[config.mk]
export PLATFORM = sky130hd
export DESIGN_NAME = muldiv_seq
export DESIGN_NICKNAME = d
export VERILOG_FILES = /design/src/rtl/muldiv_seq.sv
export SDC_FILE = /design/constraint.sdc
export NUM_CORES = 1
export LEC_CHECK = 0
export ABC_AREA = 1
export BUFFER_PORTS_ARGS = -buffer_cell sky130_fd_sc_hd__clkbuf_2
export CAP_MARGIN = 20
export CELL_PAD_IN_SITES_DETAIL_PLACEMENT = 1
export CELL_PAD_IN_SITES_GLOBAL_PLACEMENT = 2
export CORE_ASPECT_RATIO = 0.7
export CORE_UTILIZATION = 34
export DETAILED_ROUTE_END_ITERATION = 6
export MAX_ROUTING_LAYER = met4
export PLACE_DENSITY_LB_ADDON = 0.1
export SLEW_MARGIN = 40
export SYNTH_ARGS = -nofsm -noshare
export SYNTH_HDL_FRONTEND = slang
export SYNTH_SLANG_ARGS = --single-unit
[constraint.sdc]
create_clock -name clk_i -period 4.9 [get_ports clk_i]
set_clock_uncertainty 0.2 [all_clocks]
set_input_delay 0.49 -clock clk_i [delete_from_list [all_inputs] [get_ports clk_i]]
set_output_delay 0.49 -clock clk_i [all_outputs]
set_load 0.01 [all_outputs]
[src/rtl/muldiv_seq.sv]
// muldiv_seq: iterative multiply/divide sequencer that owns the HI/LO pair.
// MULT/MULTU run a radix-2 shift-add loop and DIV/DIVU run a restoring divide
// loop, one iteration per cycle, on operand magnitudes with the sign applied
// at the end. STALL holds later HI/LO users in E while the unit is busy.
// Optional feature macro: MULDIV_FAST_MUL_EN (single-cycle multiply path).
module muldiv_seq #(
    parameter int WIDTH = 32
) (
    input  logic             clk_i,
    input  logic             reset_i,
    input  logic             start_i,
    input  logic [1:0]       op_i,
    input  logic [WIDTH-1:0] src_a_i,
    input  logic [WIDTH-1:0] src_b_i,
    input  logic             mthi_i,
    input  logic             mtlo_i,
    input  logic [WIDTH-1:0] wdata_i,
    input  logic             rd_hilo_i,
    output logic             busy_o,
    output logic             stall_o,
    output logic             done_o,
    output logic [WIDTH-1:0] hi_o,
    output logic [WIDTH-1:0] lo_o
);

    localparam int CW = $clog2(WIDTH);

    typedef enum logic [1:0] {
        IDLE,
        RUN,
        FIX
    } state_e;

    state_e               state_q;
    logic [CW-1:0]        count_q;
    logic                 isDiv_q;
    logic                 negQuot_q;
    logic                 negRem_q;
    logic                 done_q;
    logic [2*WIDTH-1:0]   acc_q;
    logic [WIDTH-1:0]     operand_q;
    logic [WIDTH-1:0]     hi_q;
    logic [WIDTH-1:0]     lo_q;

    logic                 signA;
    logic                 signB;
    logic [WIDTH-1:0]     magA;
    logic [WIDTH-1:0]     magB;
    logic [WIDTH:0]       mulSum;
    logic [2*WIDTH-1:0]   mulNext;
    logic [WIDTH:0]       remShift;
    logic [WIDTH:0]       remDiff;
    logic [2*WIDTH-1:0]   divNext;
    logic [WIDTH-1:0]     fixHi;
    logic [WIDTH-1:0]     fixLo;

    // Operand signs and magnitudes; the unsigned ops (op bit 0 set) never negate.
    always_comb begin
        signA = ~op_i[0] & src_a_i[WIDTH-1];
        signB = ~op_i[0] & src_b_i[WIDTH-1];
        magA  = signA ? -src_a_i : src_a_i;
        magB  = signB ? -src_b_i : src_b_i;
    end

    // One loop iteration. Multiply keeps {partial, multiplier} in acc_q and
    // shifts right; divide keeps {remainder, dividend/quotient} and shifts left.
    always_comb begin
        mulSum   = {1'b0, acc_q[2*WIDTH-1:WIDTH]} + (acc_q[0] ? {1'b0, operand_q} : '0);
        mulNext  = {mulSum, acc_q[WIDTH-1:1]};
        remShift = {acc_q[2*WIDTH-1:WIDTH], acc_q[WIDTH-1]};
        remDiff  = remShift - {1'b0, operand_q};
        if (remDiff[WIDTH]) begin
            divNext = {remShift[WIDTH-1:0], acc_q[WIDTH-2:0], 1'b0};
        end else begin
            divNext = {remDiff[WIDTH-1:0], acc_q[WIDTH-2:0], 1'b1};
        end
    end

    // Sign correction of the finished magnitude result before it lands in HI/LO.
    always_comb begin
        if (isDiv_q) begin
            fixHi = negRem_q  ? -acc_q[2*WIDTH-1:WIDTH] : acc_q[2*WIDTH-1:WIDTH];
            fixLo = negQuot_q ? -acc_q[WIDTH-1:0]       : acc_q[WIDTH-1:0];
        end else begin
            {fixHi, fixLo} = negQuot_q ? -acc_q : acc_q;
        end
    end

    // Sequencer FSM with the datapath registers, HI/LO and the DONE pulse.
    always_ff @(posedge clk_i) begin
        if (reset_i) begin
            state_q   <= IDLE;
            count_q   <= '0;
            isDiv_q   <= 1'b0;
            negQuot_q <= 1'b0;
            negRem_q  <= 1'b0;
            done_q    <= 1'b0;
            acc_q     <= '0;
            operand_q <= '0;
            hi_q      <= '0;
            lo_q      <= '0;
        end else begin
            done_q <= 1'b0;
            case (state_q)
                IDLE: begin
                    if (start_i) begin
                        isDiv_q   <= op_i[1];
                        negQuot_q <= signA ^ signB;
                        negRem_q  <= signA;
                        count_q   <= CW'(WIDTH - 1);
                        if (op_i[1] && (src_b_i == '0)) begin
                            // Divide by zero: HI takes the raw dividend, LO all ones.
                            acc_q     <= {src_a_i, {WIDTH{1'b1}}};
                            negQuot_q <= 1'b0;
                            negRem_q  <= 1'b0;
                            state_q   <= FIX;
                            done_q    <= 1'b1;
                        end else if (op_i[1]) begin
                            acc_q     <= {{WIDTH{1'b0}}, magA};
                            operand_q <= magB;
                            state_q   <= RUN;
                        end else begin
`ifdef MULDIV_FAST_MUL_EN
                            acc_q   <= (2*WIDTH)'(magA) * (2*WIDTH)'(magB);
                            state_q <= FIX;
                            done_q  <= 1'b1;
`else
                            acc_q     <= {{WIDTH{1'b0}}, magB};
                            operand_q <= magA;
                            state_q   <= RUN;
`endif
                        end
                    end else begin
                        if (mthi_i) begin
                            hi_q <= wdata_i;
                        end
                        if (mtlo_i) begin
                            lo_q <= wdata_i;
                        end
                    end
                end
                RUN: begin
                    acc_q <= isDiv_q ? divNext : mulNext;
                    if (count_q == '0) begin
                        state_q <= FIX;
                        done_q  <= 1'b1;
                    end else begin
                        count_q <= count_q - CW'(1);
                    end
                end
                FIX: begin
                    hi_q    <= fixHi;
                    lo_q    <= fixLo;
                    state_q <= IDLE;
                end
                default: begin
                    state_q <= IDLE;
                end
            endcase
        end
    end

    assign busy_o  = (state_q != IDLE);
    assign stall_o = busy_o & (start_i | mthi_i | mtlo_i | rd_hilo_i);
    assign done_o  = done_q;
    assign hi_o    = hi_q;
    assign lo_o    = lo_q;

endmodule

# Yosys cells after proc, flatten, opt, wreduce, memory -nomap -nowiden
# Cells that the tools add are included.
# W data, S select, Z words.
word_totals:
  regBits: 171
  elab_cells: 83
op_classes:
  mux: 34
  addsub: 8
  n_reduce_logical: 14
  eq_ne: 8
  bitwise: 9
ops:
  columns: ["operator", "n"]
  rows:
  - ["$mux W32", 13]
  - ["$mux W64", 5]
  - ["$neg A32 Y32", 4]
  - ["$pmux W32 S2", 2]
  - ["$pmux W64 S2", 1]
  - ["$neg A64 Y64", 1]
  - ["$add A32 B32 Y33", 1]
  - ["$sub A33 B32 Y33", 1]
  - ["$logic_not A32 Y1", 1]
  - ["$ne A2 B2 Y1 const B", 6]
  - ["$reduce_and A3 Y1", 4]
  - ["$mux W5", 2]
  - ["$pmux W5 S2", 1]
  - ["$mux W2", 3]
  - ["$reduce_and A2 Y1", 3]
  - ["$reduce_bool A2 Y1", 3]
  - ["$logic_not A5 Y1", 1]
  - ["$mux W1", 5]
  - ["$sub A5 B1 Y5 const B", 1]
  - ["$pmux W2 S2", 1]
  - ["$and A1 B1 Y1", 3]
  - ["$or A1 B1 Y1", 3]
  - ["$eq A2 B1 Y1 const B", 1]
  - ["$eq A2 B2 Y1 const B", 1]
  - ["5 further kinds", 6]

# Longest topological paths before layout
# Gate-level depths: netlist of the first run.
depth:
  ltp_word: 7
  ltp_mapped: 21
  mapped_depth_nobuf: 20

# Worst setup path before layout of the first run
# Ideal clock, no wire load.
synth_timing:
  kind: "reg2reg"
  start: "reg acc_q[31]"
  end: "reg acc_q[44]"
  required_time_ns: 4.560
  period_less_slack_ns: 2.740
  path_stages_with_launch: 21
  setup_slack_ns: 2.160
  arrival_time_ns: 2.400
  setup_time_ns: 0.140
  path_buffers: 1
  cell_sequence: "dfxtp_1 inv_1 ha_1 fa_1 inv_1 nand3_1 nand2_1 nand2_1 nand2_1 nand2_1 nand2_1 nand2_1 nand2_1 nand2_2 nand2_4 buf_2 nand2_1 nand3_1 nand2_1 nand2_1 a21oi_2"
synth_via:
  elab_chain_len: 4
synth_rtl:
  columns: ["element", "line_no", "rtl"]
  rows:
  - ["from (decl)", "40", "logic [2*WIDTH-1:0] acc_q;"]
  - ["from (signal assigned)", "113", "acc_q <= {src_a_i, {WIDTH{1'b1}}};"]
  - ["from (signal assigned)", "119", "acc_q <= {{WIDTH{1'b0}}, magA};"]
  - ["from (signal assigned)", "128", "acc_q <= {{WIDTH{1'b0}}, magB};"]
  - ["$sub A33 B32 Y33", "71", "remDiff = remShift - {1'b0, operand_q};"]
  - ["$mux W64", "72", "if (remDiff[WIDTH]) begin"]
  - ["$mux W64", "143", "acc_q <= isDiv_q ? divNext : mulNext;"]
  - ["$pmux W64 S2", "104", "case (state_q)"]
# No other way between the ends.
# A chain may end at the register's enable or synchronous reset.

# Final worst setup path of the first run
layout_timing:
  start: "reg acc_q[32]"
  end: "reg acc_q[59]"
layout_via:
  elab_chain_len: 4
  word_cells_on_any_way: 5
layout_rtl:
  columns: ["element", "line_no"]
  rows:
  - ["$sub A33 B32 Y33", "71"]
  - ["$mux W64", "72"]
  - ["$mux W64 *", "143"]
  - ["$pmux W64 S2 *", "104"]
# Every way passes the cells marked *; elsewhere a longest branch is shown, timed or not.

==> results of run 1 <==
## sequential cells by signal (all words and copies together), names as in the netlist
signal and count:
isDiv_q 1, acc_q 64, negQuot_q 1, lo_o 32, state_q 2, done_o 1
operand_q 32, negRem_q 1, count_q 5, hi_o 32
## layer usage
metal	track usage	part of all wire
met1	0.594	0.50
met5	-	0
met4	0.0686	0.015
met3	0.0699	0.10
met2	0.508	0.38
## final timing paths
check	start	endpoint	slack (ps)	cells after the start
setup / recovery	acc_q[32]	acc_q[59]	940	19
hold / removal	wdata_i[25]	lo_o[25]	80	3
setup reg to reg	acc_q[32]	acc_q[59]	940	19
hold reg to reg	lo_o[0]	lo_o[0]	280	2
## cells by family (layout without fill, tap and decap cells)
logic type / Yosys count / count (layout) / synth area share
buf+inv: 645 / 762 / 0.133
simple gates: 1902 / 1902 / 0.429
fa+ha+maj: 72 / 72 / 0.0492
xor+xnor: 68 / 68 / 0.0320
other cells: 0 / 1 / 0
compound gates: 585 / 585 / 0.173
flops: 171 / 171 / 0.184
## synth_stat cells (34+ instances only)
| cell type | number | area share |
|---|---|---|
| xor2_1 | 59 | 0.028 |
| nand3_1 | 323 | 0.087 |
| ha_1 | 70 | 0.047 |
| nor3_1 | 34 | 0.0091 |
| nand2_1 | 1138 | 0.23 |
| nor2_1 | 293 | 0.059 |
| a21oi_1 | 224 | 0.060 |
| nand4_1 | 48 | 0.016 |
| clkbuf_1 | 102 | 0.021 |
| a31oi_1 | 61 | 0.020 |
| inv_1 | 468 | 0.094 |
| o21ai_0 | 172 | 0.046 |
| o21ai_1 | 52 | 0.014 |
| dfxtp_1 | 171 | 0.18 |
## through the flow
| stage | cell area, µm² | hold slack, ps | worst slack (ps) | instances | power (mW) |
|---|---|---|---|---|---|
| after CTS | 20800 | 63.3 | 1050 | 4289 | 6.41 |
| after global routing | 20800 | 94.8 | 732 | 4291 | 6.84 |
| after floorplan | 18600 | 245 | 2160 | 3443 | 3.64 |
| after detailed placement | 20200 | 265 | 1080 | 4257 | 5.01 |
| final | 20800 | 84.8 | 942 | 4291 | 6.55 |
| after global placement | 20200 | 256 | 1220 | 4257 | 4.98 |
## tightest hold or removal path: stages
cell      delay [ps]
clkbuf_2          90
nand3_1           70
a31oi_1           80
## final cells by class
class                   count  area share
repair buffers            224      0.0607
multi-input cells        2627       0.612
well taps                 730      0.0439
flip-flops and latches    171       0.165
clock buffers              17      0.0204
inverters                 506      0.0913
clock inverters            15     0.00661
diodes                      1    0.000120
## where the power goes
part	switching (mW)	internal, mW
registers	0.221	1.53
clock network	0.734	0.667
logic	2.51	0.885
==> impl_metrics.json, run 1 <==
{
  "worst_pin_slew_ps": 875,
  "routed_wl_mm": 106,
  "slowest_delay_ps": 630,
  "ir_drop_mv": 0.209,
  "avgSynthCellArea_um2": 5.41,
  "antenna_left": 0,
  "dieHeight_um": 198,
  "power_density_nw_per_um2": 315,
  "regArea_um2": 3430,
  "initial_core_util": 0.345,
  "path_class": "register to register",
  "tritoncts": "yes",
  "finalCritPeriodShare": 0.808,
  "multi_input_area_um2": 12700,
  "dieArea_um2": 55700,
  "dr.first_iter.drc_count": 2685,
  "cts_hold_buf": 0,
  "grt_first_pass_wirelength_mm": 153,
  "wire_per_inst_um": 24.7,
  "end_kind": "register",
  "die_w_um": 282,
  "ys.flop_type": "dfxtp_1",
  "clk_path_buf_depth": 2,
  "synth_area_um2": 18600,
  "arrival_ps": 4080,
  "final_common_cell": "nand2_1",
  "post_cts_buffers": 0,
  "ios": 171,
  "clk_pin_slew_ps": 100,
  "status": "finished clean",
  "cp_slowest_cell": "fa_1",
  "dr.pass1.iters": 6,
  "port_buffers": 170,
  "maxCapViolations": 0,
  "timing.fmax_mhz": 253,
  "numCtsBuffers": 17,
  "worstPathCellList": "clkinv_1 -> fa_1 -> inv_1 -> nand3_1 -> nand2_1 -> nand2_1 -> nand2_1 -> nand2_1 -> nand2_1 -> nand2_1 -> nand3_2 -> buf_4 -> nand2_4 -> nand2_1 -> nand2_1 -> nand2_1 -> nand2_1 -> nand2_1 -> a21oi_2",
  "tns_ps": 0,
  "ys_ff_latch": 171,
  "vias": 24300,
  "period_minus_slack_ps": 3960,
  "async_flop_share": 0,
  "grt_max_degree": 79,
  "track_usage": 0.385,
  "ys_warn_count": 0,
  "hpwlAfterDp_mm": 87.0,
  "cp_top_family": "simple AND/OR/NAND/NOR gates",
  "drv_slew": 0,
  "worstSkewPairLatency_ps": 500,
  "finalHoldViolCount": 0,
  "cp.buffers_inverters": 3,
  "setup_viol": 0,
  "ys_types": 53,
  "overflow": 0,
  "core-area_um2": 53900,
  "drive_gt1_frac": 0.0972,
  "syn_to_final_growth_pct": 11.8,
  "ctsHtreeMaxLevel": 4,
  "ctsRootBufferMaster": "clkbuf_16",
  "fin_nets": 3723,
  "maxSlewHeadroom": 0.414,
  "clock-sinks": 171,
  "antenna_found_initial": 2,
  "rsz0062_at_grt": "no",
  "startpoint_type": "register",
  "crit_required_ps": 5030,
  "crit_path_frequent_cell": "nand2_1",
  "grt_pass1_vias": 22900,
  "cts_resized": 0,
  "syn_nets": 3619,
  "gp_congestion": 1.05,
  "hp-class": "input pin to register",
  "fillers": 7706,
  "via_per_inst": 5.66,
  "leakage_nw": 10.7,
  "cp_max_fo": 33,
  "post-route-util": 0.386,
  "synth_seq_area_share": 0.184,
  "final_cell_mix": "1,137 x nand2_1, 465 x inv_1, 323 x nand3_1",
  "route.detailed.drc": 0,
  "row_count": 71,
  "syn_inst": 3443,
  "synth_edf_count": 0
}
(Power assumes the default switching activity.)
==> run 2: changes to the inputs <==
--- a/config.mk
+++ b/config.mk
@@ -5,13 +5,13 @@
 export SDC_FILE = /design/constraint.sdc
 export NUM_CORES = 1
 export LEC_CHECK = 0
-export ABC_AREA = 1
+export ABC_AREA = 0
 export BUFFER_PORTS_ARGS = -buffer_cell sky130_fd_sc_hd__clkbuf_2
 export CAP_MARGIN = 20
 export CELL_PAD_IN_SITES_DETAIL_PLACEMENT = 1
 export CELL_PAD_IN_SITES_GLOBAL_PLACEMENT = 2
 export CORE_ASPECT_RATIO = 0.7
-export CORE_UTILIZATION = 34
+export CORE_UTILIZATION = 35
 export DETAILED_ROUTE_END_ITERATION = 6
 export MAX_ROUTING_LAYER = met4
 export PLACE_DENSITY_LB_ADDON = 0.1
==> constraint.sdc (replaced) <==
create_clock -name clk_i -period 3.79 [get_ports clk_i]
set_clock_uncertainty 0.2 [all_clocks]
set_input_delay 0.379 -clock clk_i [delete_from_list [all_inputs] [get_ports clk_i]]
set_output_delay 0.379 -clock clk_i [all_outputs]
set_load 0.01 [all_outputs]
==> impl_metrics.json, run 2 <==
{
  "worstRegToRegCells": 15,
  "die_w_um": 248,
  "antennaDiodeCount": 0,
  "rsz0062_at_grt": "no",
  "final_cell_mix": "246 x nor2_1, 170 x dfxtp_1, 169 x clkbuf_2",
  "antenna_left": 0,
  "ys_warn_count": 0,
  "track_usage": 0.324,
  "leakage_nw": 7.48,
  "avgSynthCellArea_um2": 7.52,
  "ctsRootBufferMaster": "clkbuf_16",
  "setup_viol": 0,
  "worstSkewPairLatency_ps": 470,
  "syn_to_final_growth_pct": 20.5,
  "finalPower_mw": 6.44,
  "synth_common_cells": "246 x nor2_1, 171 x a21oi_1, 171 x dfxtp_1, 131 x nand2_1, 126 x a211oi_1",
  "grt_max_degree": 93,
  "period_minus_slack_ps": 3660,
  "startpoint_type": "register",
  "maxSlewHeadroom": 0.481,
  "numCtsBuffers": 17,
  "via_per_inst": 6.02,
  "dp_cells": 2688,
  "largest_reg_flops": 64,
  "ios": 171,
  "crit_required_ps": 3960,
  "hp-class": "input pin to register",
  "core-area_um2": 41300,
  "ys.flop_type": "dfxtp_1",
  "path_class": "register to register",
  "synth_area_um2": 14800,
  "port_buffers": 170,
  "route.detailed.drc": 0,
  "dieArea_um2": 43200,
  "synth_area_leaders": "dfxtp_1 23%, mux2i_1 6.8%, xnor2_1 6.4%",
  "dr.first_iter.drc_count": 1366,
  "ctsHtreeMaxLevel": 4,
  "finalCritPeriodShare": 0.967,
  "regMostFlops": "acc_q",
  "ys_ff_latch": 171,
  "fillers": 5180,
  "drv_slew": 0,
  "hpwlAfterDp_mm": 55.1,
  "power_density_nw_per_um2": 361,
  "vias": 16400,
  "yosys.area.top_type_share": 0.231,
  "syn_inst": 1969,
  "clk_path_buf_depth": 2,
  "fin_nets": 2346,
  "cp_max_fo": 4,
  "synth_edf_count": 0,
  "end_kind": "register",
  "whs_path_depth": 3,
  "async_flop_share": 0,
  "worst_pin_slew_ps": 776,
  "yosysMostFrequentCell": "nor2_1",
  "yosys.area.top_type": "dfxtp_1",
  "overflow": 0,
  "syn_nets": 2145,
  "drive_gt1_frac": 0.184,
  "clk_pin_slew_ps": 90,
  "maxCapViolations": 0,
  "regArea_um2": 3420,
  "dieHeight_um": 174,
  "grt_first_pass_wirelength_mm": 103,
  "clock-sinks": 171,
  "multi_input_area_um2": 10700,
  "initial_core_util": 0.358,
  "finalHoldViolCount": 0,
  "gp_congestion": 1.03,
  "arrival_ps": 3840,
  "tritoncts": "yes",
  "wire_per_inst_um": 25.3,
  "dr.pass1.iters": 5,
  "routed_wl_mm": 68.9,
  "fin_cells": 2727,
  "ys_types": 75,
  "holdWs_ps": 54.0,
  "final_common_cell": "nor2_1",
  "antenna_found_initial": 2,
  "timing.fmax_mhz": 273,
  "synth_seq_area_share": 0.231,
  "grt_pass1_vias": 15900,
  "row_count": 62,
  "ir_drop_mv": 0.337,
  "status": "finished clean"
}
run 2: changes by cell type after synthesis, moves of 47 or more:
cell      before  now
o21ai_0      172   99
a211oi_1       0  126
xnor2_1        9  109
mux2i_1        0  101
nor2_1       293  246
a21oi_1      224  171
nand2_1     1138  131
inv_1        468   55
nand3_1      323   30
o21ai_1       52    2
run 2: logic make-up (layout without fill, tap and decap cells):
kind of cell	after synthesis	after routing	synth area share
AOI/OAI and AO/OA	629	629	0.282
and+or+nand+nor	617	617	0.197
buffers and inverters	202	416	0.0540
xor gates and xnor gates	171	171	0.101
DFF	171	171	0.231
muxes	107	107	0.0728
adders and majority gates	72	72	0.0618
run 2: layout make-up:
class | count | area share
Timing Repair Buffer | 327 | 0.122
Sequential cell | 171 | 0.192
Clock inverter | 15 | 0.0118
Multi-Input combinational cell | 1596 | 0.601
Tap cell | 544 | 0.0382
Inverter | 57 | 0.0120
Clock buffer | 17 | 0.0238
run 2: path summary, 6_finish.rpt:
| kind | endpoint | startpoint | slack (ps) |
|---|---|---|---|
| setup / recovery | acc_q[63] | acc_q[0] | 130 |
| hold / removal | acc_q[52] | src_a_i[20] | 50 |
| setup reg to reg | acc_q[63] | acc_q[0] | 130 |
| hold reg to reg | operand_q[16] | operand_q[16] | 260 |
run 2: layer usage:
layer,GRT usage,vias up,wire [µm]
met2,0.463,480,29000
met4,0.0736,0,1330
met1,0.476,8229,34400
li1,-,7628,-
met3,0.0445,68,4130
met5,-,-,0
run 2: critical path, cell delays in order (launching register included):
cell and delay (ps):
dfxtp_1 330, and2_1 160, ha_2 200, fa_2 420, a21oi_2 150, nor2b_1 70, a311o_1 310, a31o_2 290
buf_4 140, o41a_1 350, o21ai_1 180, buf_4 170, o21ai_0 130, nor4_1 180, o21ai_0 130, and3b_1 180
run 2: where the power goes:
group	internal, mW	switching (mW)	total [mW]
registers	1.95	0.139	2.09
logic	0.938	1.49	2.43
clock network	0.919	1.01	1.93
run 2: per-stage QoR:
stage,cell area [µm²],util,setup slack [ps],setup TNS (ps)
after floorplan,14800,-,56.4,0
after global placement,17000,0.412,-90.0,-90.3
after detailed placement,17000,0.412,-129,-263
after CTS,17700,0.428,7.78,0
after global routing,17800,0.431,3.26,0
final,17800,0.431,126,0
run 2: what timing repair did:
action | in CTS | in global routing
setup endpoints to repair | 2 | 20
setup buffers | 1 | 4
resized for setup | 5 | 17
hold endpoints to repair | 4 | 0
hold buffers | 1 | 0
pin swaps | 2 | 8
